--- config.mk ---
export PLATFORM = sky130hd
export DESIGN_NAME = rr_arbiter_8_flat
export DESIGN_NICKNAME = d
export VERILOG_FILES = /design/src/rtl/arb_pkg.sv /design/src/rtl/rr_arbiter_8_if.sv /design/src/rtl/rr_prio_enc8.sv /design/src/rtl/rr_arbiter_8.sv /design/src/flat_wrapper.sv
export SDC_FILE = /design/constraint.sdc
export NUM_CORES = 1
export LEC_CHECK = 0
export ABC_AREA = 1
export CAP_MARGIN = 20
export CELL_PAD_IN_SITES_DETAIL_PLACEMENT = 0
export CELL_PAD_IN_SITES_GLOBAL_PLACEMENT = 1
export CORE_UTILIZATION = 39
export CTS_BUF_LIST = sky130_fd_sc_hd__clkbuf_8 sky130_fd_sc_hd__clkbuf_16
export CTS_CLUSTER_DIAMETER = 200
export CTS_CLUSTER_SIZE = 8
export DETAILED_ROUTE_END_ITERATION = 7
export PLACE_DENSITY = 0.83
export SLEW_MARGIN = 20
export SYNTH_ARGS = -nofsm -noshare
export SYNTH_HDL_FRONTEND = slang
export SYNTH_SLANG_ARGS = --single-unit
--- constraint.sdc ---
create_clock -name clk -period 2.6 [get_ports clk]
set_clock_uncertainty 0.2 [all_clocks]
set_input_delay 0.52 -clock clk [delete_from_list [all_inputs] [get_ports clk]]
set_output_delay 0.52 -clock clk [all_outputs]
set_load 0.03 [all_outputs]
--- src/rtl/arb_pkg.sv ---
// Shared constants, state type and pointer helper for the 8-way round-robin arbiter.
package arb_pkg;

    localparam int unsigned N_REQ = 8;
    localparam int unsigned IDW   = 3;

    typedef enum logic [0:0] {
        IDLE,
        BUSY
    } arb_state_e;

    function automatic logic [IDW-1:0] next_ptr(input logic [IDW-1:0] k);
        // Natural 3-bit wrap gives (k+1) mod 8.
        return k + 3'd1;
    endfunction

endpackage

--- src/rtl/rr_arbiter_8_if.sv ---
// Requester-array / resource-side bundle for rr_arbiter_8.
interface rr_arbiter_8_if;
    import arb_pkg::*;

    logic [N_REQ-1:0] req;
    logic             done;
    logic [N_REQ-1:0] gnt;
    logic [IDW-1:0]   gnt_id;
    logic             gnt_valid;
    logic             timeout;

    modport master (
        output req,
        output done,
        input  gnt,
        input  gnt_id,
        input  gnt_valid,
        input  timeout
    );

    modport slave (
        input  req,
        input  done,
        output gnt,
        output gnt_id,
        output gnt_valid,
        output timeout
    );

endinterface

--- src/rtl/rr_prio_enc8.sv ---
// Rotating-priority 8:3 encoder: lowest set request at or above ptr, else lowest overall.
module rr_prio_enc8
    import arb_pkg::*;
(
    input  logic [N_REQ-1:0] req,
    input  logic [IDW-1:0]   ptr,
    output logic [IDW-1:0]   idx,
    output logic             found
);

    logic [N_REQ-1:0]   hi_mask;
    logic [2*N_REQ-1:0] dbl;

    // Low half holds only bits >= ptr; the upper half supplies the wrap-around candidates.
    assign hi_mask = 8'hFF << ptr;
    assign dbl     = {req, req & hi_mask};

    always_comb begin
        idx   = '0;
        found = 1'b1;
        casez (dbl)
            16'b????_????_????_???1: idx = 3'd0;
            16'b????_????_????_??10: idx = 3'd1;
            16'b????_????_????_?100: idx = 3'd2;
            16'b????_????_????_1000: idx = 3'd3;
            16'b????_????_???1_0000: idx = 3'd4;
            16'b????_????_??10_0000: idx = 3'd5;
            16'b????_????_?100_0000: idx = 3'd6;
            16'b????_????_1000_0000: idx = 3'd7;
            16'b????_???1_0000_0000: idx = 3'd0;
            16'b????_??10_0000_0000: idx = 3'd1;
            16'b????_?100_0000_0000: idx = 3'd2;
            16'b????_1000_0000_0000: idx = 3'd3;
            16'b???1_0000_0000_0000: idx = 3'd4;
            16'b??10_0000_0000_0000: idx = 3'd5;
            16'b?100_0000_0000_0000: idx = 3'd6;
            16'b1000_0000_0000_0000: idx = 3'd7;
            default: begin
                idx   = 3'd0;
                found = 1'b0;
            end
        endcase
    end

endmodule

--- src/rtl/rr_arbiter_8.sv ---
// Round-robin arbiter for 8 requesters with done/drop/hold-limit release and registered outputs.
module rr_arbiter_8
    import arb_pkg::*;
#(
    parameter int unsigned MAX_HOLD = 16
) (
    input logic           clk,
    input logic           rst_n,
    rr_arbiter_8_if.slave bus
);

    arb_state_e       state_q, state_d;
    logic [IDW-1:0]   ptr_q, ptr_d;
    logic [7:0]       hold_q, hold_d;
    logic [N_REQ-1:0] gnt_q, gnt_d;
    logic [IDW-1:0]   gnt_id_q, gnt_id_d;
    logic             gnt_valid_q, gnt_valid_d;
    logic             timeout_q, timeout_d;

    logic [IDW-1:0]   enc_idx;
    logic             enc_found;
    logic             rel_done, rel_drop, rel_limit;

    rr_prio_enc8 u_enc (
        .req   (bus.req),
        .ptr   (ptr_q),
        .idx   (enc_idx),
        .found (enc_found)
    );

    assign rel_done  = bus.done;
    assign rel_drop  = ~bus.req[gnt_id_q];
    assign rel_limit = (hold_q == 8'(MAX_HOLD - 1));

    always_comb begin
        state_d     = state_q;
        ptr_d       = ptr_q;
        hold_d      = hold_q;
        gnt_d       = gnt_q;
        gnt_id_d    = gnt_id_q;
        gnt_valid_d = gnt_valid_q;
        timeout_d   = 1'b0;

        unique case (state_q)
            IDLE: begin
                gnt_d       = '0;
                gnt_id_d    = '0;
                gnt_valid_d = 1'b0;
                if (enc_found) begin
                    state_d     = BUSY;
                    gnt_d       = 8'b1 << enc_idx;
                    gnt_id_d    = enc_idx;
                    gnt_valid_d = 1'b1;
                    hold_d      = '0;
                    ptr_d       = next_ptr(enc_idx);
                end
            end
            BUSY: begin
                hold_d = hold_q + 8'd1;
                if (rel_done || rel_drop || rel_limit) begin
                    state_d     = IDLE;
                    hold_d      = '0;
                    gnt_d       = '0;
                    gnt_id_d    = '0;
                    gnt_valid_d = 1'b0;
                    // Flag only releases forced purely by the hold limit.
                    timeout_d   = rel_limit && !rel_done && !rel_drop;
                end
            end
            default: state_d = IDLE;
        endcase
    end

    always_ff @(posedge clk or negedge rst_n) begin
        if (!rst_n) begin
            state_q     <= IDLE;
            ptr_q       <= '0;
            hold_q      <= '0;
            gnt_q       <= '0;
            gnt_id_q    <= '0;
            gnt_valid_q <= 1'b0;
            timeout_q   <= 1'b0;
        end else begin
            state_q     <= state_d;
            ptr_q       <= ptr_d;
            hold_q      <= hold_d;
            gnt_q       <= gnt_d;
            gnt_id_q    <= gnt_id_d;
            gnt_valid_q <= gnt_valid_d;
            timeout_q   <= timeout_d;
        end
    end

    assign bus.gnt       = gnt_q;
    assign bus.gnt_id    = gnt_id_q;
    assign bus.gnt_valid = gnt_valid_q;
    assign bus.timeout   = timeout_q;

endmodule

--- src/flat_wrapper.sv ---
// flat-port wrapper written by rule: the top's interface ports become plain ports
module rr_arbiter_8_flat import arb_pkg::*;
#(
    parameter int unsigned MAX_HOLD = 16
)
  (clk, rst_n, bus_req, bus_done, bus_gnt, bus_gnt_id, bus_gnt_valid, bus_timeout);
  rr_arbiter_8_if bus_i ();
  input logic clk;
  input logic rst_n;
  input wire logic [$bits(bus_i.req)-1:0] bus_req;
  input wire logic [$bits(bus_i.done)-1:0] bus_done;
  output wire logic [$bits(bus_i.gnt)-1:0] bus_gnt;
  output wire logic [$bits(bus_i.gnt_id)-1:0] bus_gnt_id;
  output wire logic [$bits(bus_i.gnt_valid)-1:0] bus_gnt_valid;
  output wire logic [$bits(bus_i.timeout)-1:0] bus_timeout;
  assign bus_i.req = bus_req;
  assign bus_i.done = bus_done;
  assign bus_gnt = bus_i.gnt;
  assign bus_gnt_id = bus_i.gnt_id;
  assign bus_gnt_valid = bus_i.gnt_valid;
  assign bus_timeout = bus_i.timeout;
  rr_arbiter_8 #(.MAX_HOLD(MAX_HOLD)) u_core (.clk(clk), .rst_n(rst_n), .bus(bus_i));
endmodule
==> implementation parameters <==
Parameter                              Value

Outcome
  Run status    complete, no violations

Clock tree
  Clock Root Buffer    sky130_fd_sc_hd__clkbuf_8
  Clk_lat worst skew    270 ps
  Inserted Clock Buffers    3
  Setup repair bufs after CTS    0
  CTS tree    yes
  CTS hold repair buffers    0
  Maximum buffer depth of the clock tree    2
  TritonCTS Sinks    25
  CTS H-Tree Depth    1
  Worst-path clk slew    ~80 ps
  Total of cells resized after clock tree synthesis    0

Synth
  Netlist area before placement    about 1600 um^2
  Number of warnings issued by yosys    0
  Most numerous cell types in the synthesized netlist    sky130_fd_sc_hd__nand2_1 (71), sky130_fd_sc_hd__nand3_1 (26), sky130_fd_sc_hd__dfrtp_1 (25)
  Share of Yosys cell area claimed by the top area cell type    between 30% and 40%
  Primary flip-flop cell chosen by synthesis mapping    sky130_fd_sc_hd__dfrtp_1
  Synthesized flop and latch total    25
  Synth Area per Inst    roughly 7.4 um^2
  Count of different cell masters after synthesis    30
  Cell count after synthesis    222
  Top cells by area in the synthesized netlist    sky130_fd_sc_hd__dfrtp_1 (38%), sky130_fd_sc_hd__nand2_1 (16%), sky130_fd_sc_hd__nand3_1 (7.9%)
  Nets in the synthesized netlist    about 240
  Share of the yosys chip area belonging to registers    a little under two fifths
  Leading area contributor after synthesis    sky130_fd_sc_hd__dfrtp_1
  Number of synthesized flops with an enable pin    0
  Async SR Flop Fraction    between 90% and 100%
  Cell with the most instances after synthesis    sky130_fd_sc_hd__nand2_1

Floorplanning
  Horizontal extent of the die    66.9 um
  Standard-cell rows    23
  Effective utilization at floorplan    roughly two fifths
  Die Y-Extent    66.9 um
  Full die area    4470 um^2
  Std-Cell Core Area    ~4000 um^2
  Top Ports    24

Worst setup path
  Delay-heaviest family, CP    buffers and inverters
  Crit path required time    around 2600 ps
  Startpoint type of the worst setup path    primary input
  Critical path fanouts, max    3
  Longest individual stage delay on the worst path    roughly 490 ps
  CP most frequent cell    sky130_fd_sc_hd__inv_2
  Critical path endpoint category    register
  Buffers and inverters on the worst path    5
  Critical path start-end classification    in -> reg
  List of cells traversed by the critical path    clkdlybuf4s50_1 -> inv_2 -> a21oi_1 -> inv_2 -> nand2_4 -> inv_2 -> nand3_1 -> nand3_2 -> inv_2 -> nor2_1 -> ha_1 -> nand2_1 -> o21ai_1
  Worst EP arrival    around 2200 ps
  Critical path's slowest cell    sky130_fd_sc_hd__clkdlybuf4s50_1

Detailed routing
  Detailed router's first-iteration violation count    67
  Met2 WL    1640 um
  Drt drc    0
  Total iterations of the first detailed-routing run    4
  Detailed-route via count    about 1.5k
  Detailed route wirelength on metal3    136 um
  Average routed wire per standard cell    approximately 12 um
  Total wire length after detailed routing    roughly 3700 um
  Post-detailed-route count of antenna-violating nets    0
  Post-Route M1 WL    between 1500 and 2000 um
  Uppermost routed layer    met4
  Routed via count divided by cell count    between 4 and 5

Timing
  Setup repair after global routing missed its margin    false
  Slew headroom    79.1%
  Post-route setup TNS    0 ps
  Worst hold margin    about 280 ps
  Post-route clock period utilization    86.6%
  F_max    444 MHz
  Endpoints failing setup    0
  Actual slew at the worst max-slew pin    around 310 ps
  Final critical delay including setup and external delays    between 2000 and 2500 ps
  Total count of max-transition violations in the final report    0
  Final setup margin    347 ps
  Hold violation count in the final report    0

Global routing
  Global-route wire length before repair    6540 um
  Via count of the first global-routing pass    1436
  Number of antenna violations at the first check in global routing    0
  Global-route congestion overflow total    0
  Maximum number of pins on one net before global-route repair    26
  Overall global routing resource usage    roughly 20%

Cells and area
  Number of fillers in the final layout    402
  Final core utilization    50.2%
  Fraction of final layout cells with drive strength greater than 1    approximately 14%
  Layout area overhead    23.1%
  Antenna diode instance count    0
  Net count reported at finish    270
  Cell area after layout    around 2000 um^2

Pwr
  Power per standard cell area    ~900 nW/um^2
  Lkg Pwr    between 1 and 1.5 nW
  Peak VDD IR    a little over 500 uV

Placed design
  Count of input and output buffers    23
  DPL Wire Length    between 2000 and 3000 um
  Placement Setup Slack    66.1 ps
  Weighted congestion reported at the end of routability-driven placement    a little over 0.8
  Area post-placement    1980 um^2

Hold path
  Worst min path class    reg -> reg

Run
  Max-cap violations    0
-- area by class of cell --
type / instances / area, um^2 / area share (%)
clock inverters: 1 / 3.75 / 0.186
clock buffers: 3 / 41.3 / 2.04
inverters: 29 / 109 / 5.39
repair buffers: 30 / 283 / 14.0
well taps: 50 / 62.6 / 3.10
multi-input cells: 166 / 896 / 44.3
flip-flops and latches: 25 / 626 / 31.0
-- per-stage QoR --
step	std cells	power (mW)
after floorplan	222	1.29
after global placement	300	1.64
after detailed placement	300	1.65
after CTS	304	1.88
after global routing	304	2.05
final	304	1.87
-- worst register-to-register path, delay by kind of cell (launching register included) --
family | cells | cell delay, ps
buffers and inverters | 1 | 60
AO/OA/AOI/OAI | 1 | 50
adder cells (fa/ha/maj) | 1 | 230
AND/OR/NAND/NOR | 8 | 890
flip-flops | 1 | 490
-- worst paths after layout --
path / endpoint / cells after the start / slack [ps] / from
worst max-delay path: u_core.ptr_q[2] / 13 / 350 / bus_req[5]
worst max register to register: u_core.ptr_q[2] / 11 / 570 / u_core.ptr_q[1]
min in group asynchronous: u_core.hold_q[6] / 2 / 400 / rst_n
worst min-delay path: u_core.bus.gnt_valid / 2 / 280 / u_core.bus.gnt_valid
worst min register to register: u_core.bus.gnt_valid / 2 / 280 / u_core.bus.gnt_valid
max in group asynchronous: u_core.ptr_q[2] / 2 / 1560 / rst_n
-- registers in the layout, indices dropped and copies added, names as in the netlist --
signal / cells
u_core.ptr_q: 3
u_core.bus.gnt_id: 3
u_core.hold_q: 8
u_core.bus.gnt: 8
u_core.bus.gnt_valid: 1
u_core.bus.timeout: 1
u_core.state_q: 1
-- cells in the final DEF (no fill, tap or decap), drive strengths merged --
cell type	count
nand2	77
nand3	31
inv	30
dfrtp	25
clkdlybuf4s50	23
nor2	18
o21ai	10
buf	7
a21oi	6
xor2	5
nand4	4
ha	4
and3	3
clkbuf	3
nor3	3
o211ai	1
and2	1
xnor2	1
a22o	1
o22ai	1
-- report_power, final --
part	internal [mW]	total, mW	switching (mW)
logic	0.387	1.04	0.655
registers	0.493	0.596	0.103
clock network	0.106	0.228	0.122
total	0.986	1.87	0.880
-- cell families (layout without fill, tap and decap cells) --
kind of cell / after synthesis / in the layout / share of synthesized area, %
AND/OR/NAND/NOR: 137 / 137 / 41.8
flip-flops: 25 / 25 / 38.1
AO/OA/AOI/OAI: 19 / 19 / 6.48
XOR/XNOR: 6 / 6 / 3.20
buffers and inverters: 31 / 63 / 7.32
adder cells (fa/ha/maj): 4 / 4 / 3.05
-- routing by layer --
layer / GRT usage, % / up-vias
met2: 31.3 / 28
met4: 5.05 / 0
met5: 0 / -
met3: 4.11 / 6
li1: - / 775
met1: 26.4 / 662
Power figures use the tool's default switching activity.
==> RTL change (same settings) <==
`IDW`: 3 -> 6.
--- a/src/rtl/arb_pkg.sv
+++ b/src/rtl/arb_pkg.sv
@@ -2,7 +2,7 @@
 package arb_pkg;
 
     localparam int unsigned N_REQ = 8;
-    localparam int unsigned IDW   = 3;
+    localparam int unsigned IDW   = 6;
 
     typedef enum logic [0:0] {
         IDLE,
Interface: changed (resized bus_gnt_id); port bits go from 24 to 27. No check against the original RTL was run, so the function may have changed too.
==> RTL change against the original RTL <==
  * Highest routed layer unchanged
  * Critical endpoint is now u_core.ptr_q[1]$_DFFE_PN0P_
  * Routed wire length rose by 14%
  * Design area increased by 20%
  * Setup slack got worse by 0.21 ns
  * Area after synthesis is 14% higher
  * Sequential cell count is 1 higher
  * Non-clock buffer count grew 26
  * Largest cell class unchanged
  * The run now ends with DRC left
  * Sequential share of layout area down 4.1 points
  * Global-route usage shrank 1.2 points
  * Power rose by 17%
==> RTL change: results (changes against the original RTL) <==
- Global placer's final weighted congestion: 0.785 (-4.7%)
- Reg2reg path depth: 13 (+2)
- Synth top area cells: dfrtp_1, nand2_1, nand3_1
- Main synth FF type: dfrtp_1
- Clk_lat worst skew: 0.26 ns
- Layout cells sized above 1: 0.245 (+0.107)
- Final #Nets: 314 (+16%)
- Hold crit path type: flip-flop to flip-flop
- RR Endpoint: u_core.bus.gnt[1]$_DFFE_PN0P_
- Worst vdd ir: 0.423 mV (-18%)
- Reg2reg setup slack: 0.22 ns (-0.35 ns)
- Pleak: 1.23 nW (+19%)
- DR pass1 iterations: 6 (+2)
- Failing checks: DRC
- Hold path start: u_core.hold_q[1]$_DFFE_PN0P_
- Most instantiated cells after synthesis: nand2_1, dfrtp_1, inv_1
- Worst-path clk slew: 0.08 ns (about the same)
- Tot GR Track Use: 0.183 (-0.0119)
- Max incr delay on CP: roughly 0.48 ns
- Worst-Margin Slew: 0.523 ns (+0.210 ns)
- Status: finished with violations
- IO buf count: 23 (unchanged)
- Maximum root-to-sink buffer count: 2 (unchanged)
- Hold path endpoint: u_core.hold_q[1]$_DFFE_PN0P_
- CP Data Arrival Time: 2.46 ns (+0.25 ns)
- Crit path capture: u_core.ptr_q[1]$_DFFE_PN0P_
- Largest net degree at the start of global routing: 27 (+3.8%)
- Post-synth cell types: 33 (+10%)
- First-pass GRT wire length: 7.55 mm (+15%)
- Via density: 4.86 (+0.40%)
- Vias in the first global route: 1619 (+13%)
- Detail Placement HPWL: 3.30 mm (+16%)
- Worst r2r src: u_core.ptr_q[2]$_DFFE_PN0P_
- Wire per inst: 12.2 um (+0.35%)
- Post-route DRC: 3 (+3)
- Initial antenna violation count: 0 (unchanged)
- Crit path max fanout: 4 (+1)
- DRT iter0 DRCs: 108 (+61%)
- Seq/Total Area, Yosys: 0.347 (-0.0340)
- Number of buffers created by CTS: 3 (unchanged)
RTL change: layout make-up:
type / count / area, um2
tap: 52 / 65.1
fill: 441 / 2050
inverter: 27 / 104
clock buffer: 3 / 41.3
sequential: 26 / 651
multi-input combinational: 182 / 1080
timing repair buffer: 56 / 480
RTL change: per-layer routing:
layer / share of wire / up-vias / track usage / wire length [um]
met5: 0 / - / 0 / 0
met4: 0.0052 / 0 / 0.0333 / 22
met3: 0.052 / 2 / 0.0211 / 218
met2: 0.45 / 42 / 0.296 / 1890
met1: 0.50 / 747 / 0.267 / 2090
li1: - / 890 / - / -
RTL change: cell families (layout without fill, tap and decap cells):
| kind of cell | count (synthesis) | in the layout | synth area share |
|---|---|---|---|
| compound gates | 24 | 24 | 0.0788 |
| xor+xnor | 5 | 5 | 0.0234 |
| fa+ha+maj | 7 | 7 | 0.0467 |
| buf+inv | 35 | 86 | 0.0834 |
| flops | 26 | 26 | 0.347 |
| other cells | 1 | 3 | 0.00200 |
| simple gates | 143 | 143 | 0.419 |
RTL change: worst max-delay path: cells and delay by family:
family,cells,cell delay [ns]
buffers and inverters,5,0.75
AND/OR/NAND/NOR,6,0.64
adder cells (fa/ha/maj),1,0.30
AO/OA/AOI/OAI,2,0.26
RTL change: repair_timing:
action                                  CTS  global route
gates resized for setup                   0             5
endpoints found under the setup margin    0             3
buffers inserted                          0             4
RTL change: report_power, final:
part           internal, W  switching, W  leakage, nW
clock             0.000104      0.000114       0.0216
combinational     0.000562      0.000773        0.862
sequential        0.000509      0.000121        0.348
total              0.00118       0.00101         1.23
RTL change: per-stage QoR:
step	hold WS (ns)	cells	total power, W	instance area [um2]	setup slack, ns
2_1_floorplan	0.0244	243	0.00147	1880	0.325
3_3_place_gp	0.299	339	0.00191	2340	-0.179
3_5_place_dp	0.307	339	0.00192	2340	-0.196
4_1_cts	0.327	342	0.00214	2380	0.0800
5_1_grt	0.354	346	0.00236	2430	-0.0172
6_report	0.324	346	0.00218	2430	0.136
